===== config.mk =====
export PLATFORM = sky130hd
export DESIGN_NAME = reg_file
export DESIGN_NICKNAME = d
export VERILOG_FILES = /design/src/rtl/reg_file_pkg.sv /design/src/rtl/reg_file_rd_port.sv /design/src/rtl/reg_file.sv
export SDC_FILE = /design/constraint.sdc
export NUM_CORES = 2
export LEC_CHECK = 0
export CORE_MARGIN = 3
export CORE_UTILIZATION = 60
export CTS_CLUSTER_SIZE = 16
export DETAILED_ROUTE_END_ITERATION = 8
export HOLD_SLACK_MARGIN = 0.12
export PLACE_DENSITY = 0.75
export SLEW_MARGIN = 20
export SYNTH_ARGS = -nofsm -noshare
export SYNTH_HDL_FRONTEND = slang
export SYNTH_SLANG_ARGS = --single-unit

===== constraint.sdc =====
create_clock -name clk -period 45.5 [get_ports clk]
set_input_delay 13.65 -clock clk [delete_from_list [all_inputs] [get_ports clk]]
set_output_delay 13.65 -clock clk [all_outputs]
set_load 0.005 [all_outputs]

===== src/rtl/reg_file_pkg.sv =====
// rtl/reg_file_pkg.sv - shared widths, register count and types for the MIPS register file
package reg_file_pkg;

    localparam int DATA_W_DEF = 32;
    localparam int ADDR_W_DEF = 5;
    localparam int NUM_REGS   = 2 ** ADDR_W_DEF;
    localparam int ZERO_REG   = 0;

    typedef logic [ADDR_W_DEF-1:0] reg_addr_t;
    typedef logic [DATA_W_DEF-1:0] reg_data_t;

endpackage


===== src/rtl/reg_file_rd_port.sv =====
// rtl/reg_file_rd_port.sv - one combinational read port: decode/mux, r0 mask, optional write forwarding
module reg_file_rd_port
    import reg_file_pkg::*;
#(
    parameter int DATA_W = DATA_W_DEF,
    parameter int ADDR_W = ADDR_W_DEF
) (
    input  logic [(2**ADDR_W)-1:0][DATA_W-1:0] regs,
    input  logic [ADDR_W-1:0]                  addr,
    input  logic                               byp_en,
    input  logic [ADDR_W-1:0]                  byp_addr,
    input  logic [DATA_W-1:0]                  byp_data,
    output logic [DATA_W-1:0]                  rdata
);

    localparam logic [ADDR_W-1:0] ZERO_ADDR = ADDR_W'(ZERO_REG);

    // Select stored word, let an in-flight write override it, then force r0 to zero last
    always_comb begin
        rdata = regs[addr];
        if (byp_en && (addr == byp_addr)) begin
            rdata = byp_data;
        end
        if (addr == ZERO_ADDR) begin
            rdata = '0;
        end
    end

endmodule


===== src/rtl/reg_file.sv =====
// rtl/reg_file.sv - 2-read/1-write register file with hardwired r0; REG_FILE_BYPASS_EN adds write-to-read forwarding
module reg_file
    import reg_file_pkg::*;
#(
    parameter int DATA_W = DATA_W_DEF,
    parameter int ADDR_W = ADDR_W_DEF
) (
    input  logic              clk,
    input  logic              rst,
    input  logic              wr,
    input  logic [ADDR_W-1:0] addr1,
    input  logic [ADDR_W-1:0] addr2,
    input  logic [ADDR_W-1:0] addr3,
    input  logic [DATA_W-1:0] data3,
    output logic [DATA_W-1:0] rdout1,
    output logic [DATA_W-1:0] rdout2
);

    localparam int                NUM       = 2 ** ADDR_W;
    localparam logic [ADDR_W-1:0] ZERO_ADDR = ADDR_W'(ZERO_REG);

    logic [NUM-1:0][DATA_W-1:0] mem;
    logic                       byp_en;

`ifdef REG_FILE_BYPASS_EN
    // Forward only real writes; reset kills the path so outputs read zero while rst is high
    assign byp_en = wr && !rst && (addr3 != ZERO_ADDR);
`else
    assign byp_en = 1'b0;
`endif

    // Reset clears the whole array at once; writes to r0 are dropped so it never holds data
    always_ff @(posedge clk or posedge rst) begin
        if (rst) begin
            mem <= '0;
        end else if (wr && (addr3 != ZERO_ADDR)) begin
            mem[addr3] <= data3;
        end
    end

    reg_file_rd_port #(
        .DATA_W (DATA_W),
        .ADDR_W (ADDR_W)
    ) u_rd_port1 (
        .regs     (mem),
        .addr     (addr1),
        .byp_en   (byp_en),
        .byp_addr (addr3),
        .byp_data (data3),
        .rdata    (rdout1)
    );

    reg_file_rd_port #(
        .DATA_W (DATA_W),
        .ADDR_W (ADDR_W)
    ) u_rd_port2 (
        .regs     (mem),
        .addr     (addr2),
        .byp_en   (byp_en),
        .byp_addr (addr3),
        .byp_data (data3),
        .rdata    (rdout2)
    );

endmodule


==> impl_results.md <==
* Relative slew margins at 20.0%
* R2r setup slk at 44.65 ns
* Sequential area share after synthesis at 47.1%
* FFs w/ async S/R, synth at 100%
* Vias in the first global route at 37600
* Max reg flops at 1024
* Synthesized netlist cell count at 3584
* Core ar. at 0.0891 sq mm
* Synthesis-to-layout area growth at 9.64%
* Most frequent cells in the layout: dfrtp_1 (1024), mux2_2 (1005), mux4_2 (448), mux2i_1 (192), clkbuf_16 (110)
* Detailed Place HPWL at 95.1 mm
* CP max stage cell: buf_4
* Pwr dens at 44.9 mW/mm^2
* Required @ worst endpoint at 31.85 ns
* Commonest non-fill, non-tap cell in the layout: dfrtp_1
* Max-Cap Viols at 0
* Family with the most delay on the worst path: buffers and inverters
* Setup crit end kind: primary output
* Nets at 3515
* Kind of critical path: in -> out
* Share of the synthesized area in the top cell type at 47.1%
* CP bufs+invs at 6
* Top cell by count, worst path: buf_4
* Initial Util at 61.1%
* Ys flop type: dfrtp_1
* Port Buffers at 113
* CTS Sinks at 1024
* Area leader, netlist: dfrtp_1
* H-Tree Depth at 3
* Initial DRC Count at 4059
* Startpoint Class: input pin
* Vias/cell at 7.52
* Die area at 0.0943 sq mm
* Yosys reg bits at 1024
* Reg clk slew, reported paths at 0.06 ns
* Congestion Overflow GR at 0
* Postcts setup bufs at 0
* Synth cell types at 36
* Net count of the mapped netlist at 3634
* DR vias at 35600
* First-pass GRT wire length at 256 mm
* Total number of yosys warnings at 0
* Minimum clock period at 33.18 ns
* Pre-CTS setup slack at 11.98 ns
* RePlAce Congestion at 0.852
* Largest cells by area after synthesis: dfrtp_1 (47%), mux2_2 (21%), mux4_2 (19%), mux2i_1 (3.5%), clkbuf_1 (1.5%)
* Max Buffers Root-to-Sink at 3
* Maximum VDD drop at 0.0374 mV
* Drt first pass iters at 5
* Largest Register: mem
* Fraction of layout cells with a size suffix above 1 at 50.1%
* RSZ-0062 raised after global routing: no
* Hold-fix buffers at CTS at 0
* Final setup viols at 0
* Lkg Pwr at 25.5 nW
* TritonCTS Buffers at 108
* Skew-Pair Late Insertion Delay at 0.68 ns
* Ports at 114
* Worst EP arrival at 19.53 ns
* Largest net degree at the start of global routing at 182
* EDFF count, synth at 0
* Final setup margin at 12.32 ns
* Period utilization at 72.9%
* Die height at 307 um
* Fillers at 6016
* GRT Resource Usage Total at 37.2%
* Largest registers: mem (1024)
* Crit-path max cell delay at 0.96 ns
* Slew Viols, Final at 0
* Antenna violations before repair at 6
* Syn Std Cell Area at 0.0544 sq mm
* CTS tree: done
* WL/cell at 36.7 um
* Hold Crit Class: reg -> reg
* DIE WIDTH at 307 um
* Fmax at 30.1 MHz
* Routed WL at 173 mm
* Root buffer cell: clkbuf_16
* Status: complete, no violations
* Maximum fanout along the worst path at 54
* Syn avg cell area at 15.2 sq um
* # DRC at 0
* Worst-margin pin slew at 1.20 ns
* Final Hold Fails at 0
* Sum Neg Setup Slack at 0 ns
* Final ANT Viol Nets at 0
* Row Count at 109
* Post-CTS sizing at 0
* Cell Chain, Critical Path: buf_8 > buf_4 > buf_4 > buf_4 > buf_6 > mux4_2 > mux2i_1 > a221o_1 > a31oi_1 > clkdlybuf4s50_1
* Skew final at 0 ns
==> synthesized netlist by cell type, types with 37 or more instances <==
library cell / n
mux2i_1: 192
dfrtp_1: 1024
buf_4: 43
buf_2: 102
mux4_2: 448
buf_1: 47
nand2_1: 56
clkbuf_1: 215
mux2_2: 1005
a221oi_1: 44
o21ai_0: 57
nor2b_1: 37
a22oi_1: 64
==> area by class of cell <==
type / count / area [sq um] / share of cell area, %
multi-input combinational: 2134 / 26900 / 45.2
sequential: 1024 / 25600 / 43.0
clock buffer: 148 / 3100 / 5.19
timing repair buffer: 194 / 1860 / 3.12
tap: 1165 / 1460 / 2.45
clock inverter: 53 / 613 / 1.03
inverter: 3 / 22.5 / 0.0378
antenna: 5 / 12.5 / 0.0210
==> metal layers <==
layer / wire, um / part of all wire (%) / global-route usage [%] / up-vias
met5: 44 / 0.025 / 0 / -
met1: 65000 / 37 / 50.8 / 18800
met4: 9930 / 5.7 / 18.1 / 8
met3: 20500 / 12 / 10.8 / 631
li1: - / - / - / 13700
met2: 77800 / 45 / 55.4 / 2377
==> power by group <==
| part | switching (mW) | total (mW) | leakage [nW] | internal, mW |
|---|---|---|---|---|
| Sequential | 0.134 | 1.22 | 13.1 | 1.08 |
| Combinational | 0.217 | 0.540 | 10.6 | 0.323 |
| Clock | 0.381 | 0.920 | 1.81 | 0.539 |
| Total | 0.732 | 2.68 | 25.5 | 1.95 |
==> cells by family after synthesis <==
group	synth area share, %
AO/OA/AOI/OAI	4.53
buffers and inverters	3.77
flip-flops	47.1
multiplexers	43.3
AND/OR/NAND/NOR	1.27
==> per-stage QoR <==
| step | hold slack (ns) | util [%] | area, sq um | power [mW] | instances |
|---|---|---|---|---|---|
| floorplan | 0.441 | - | 54400 | 1.60 | 3584 |
| global placement | 0.376 | 62.6 | 55800 | 1.72 | 4516 |
| detailed placement | 0.384 | 62.8 | 55900 | 1.76 | 4520 |
| CTS | 0.397 | 66.9 | 59600 | 2.68 | 4721 |
| global route | 0.412 | 66.9 | 59600 | 2.78 | 4722 |
| finish | 0.396 | 66.9 | 59600 | 2.68 | 4726 |
==> path summary, 6_finish.rpt <==
check,from,endpoint,depth (start not counted)
worst min register to register,mem[8],mem[8],0
worst min-delay path,mem[8],mem[8],0
worst max-delay path,addr2[0],rdout2[19],10
min in group asynchronous,rst,mem[727],2
worst max register to register,mem[668],mem[668],1
max in group asynchronous,rst,mem[465],4
(Power assumes the default switching activity.)
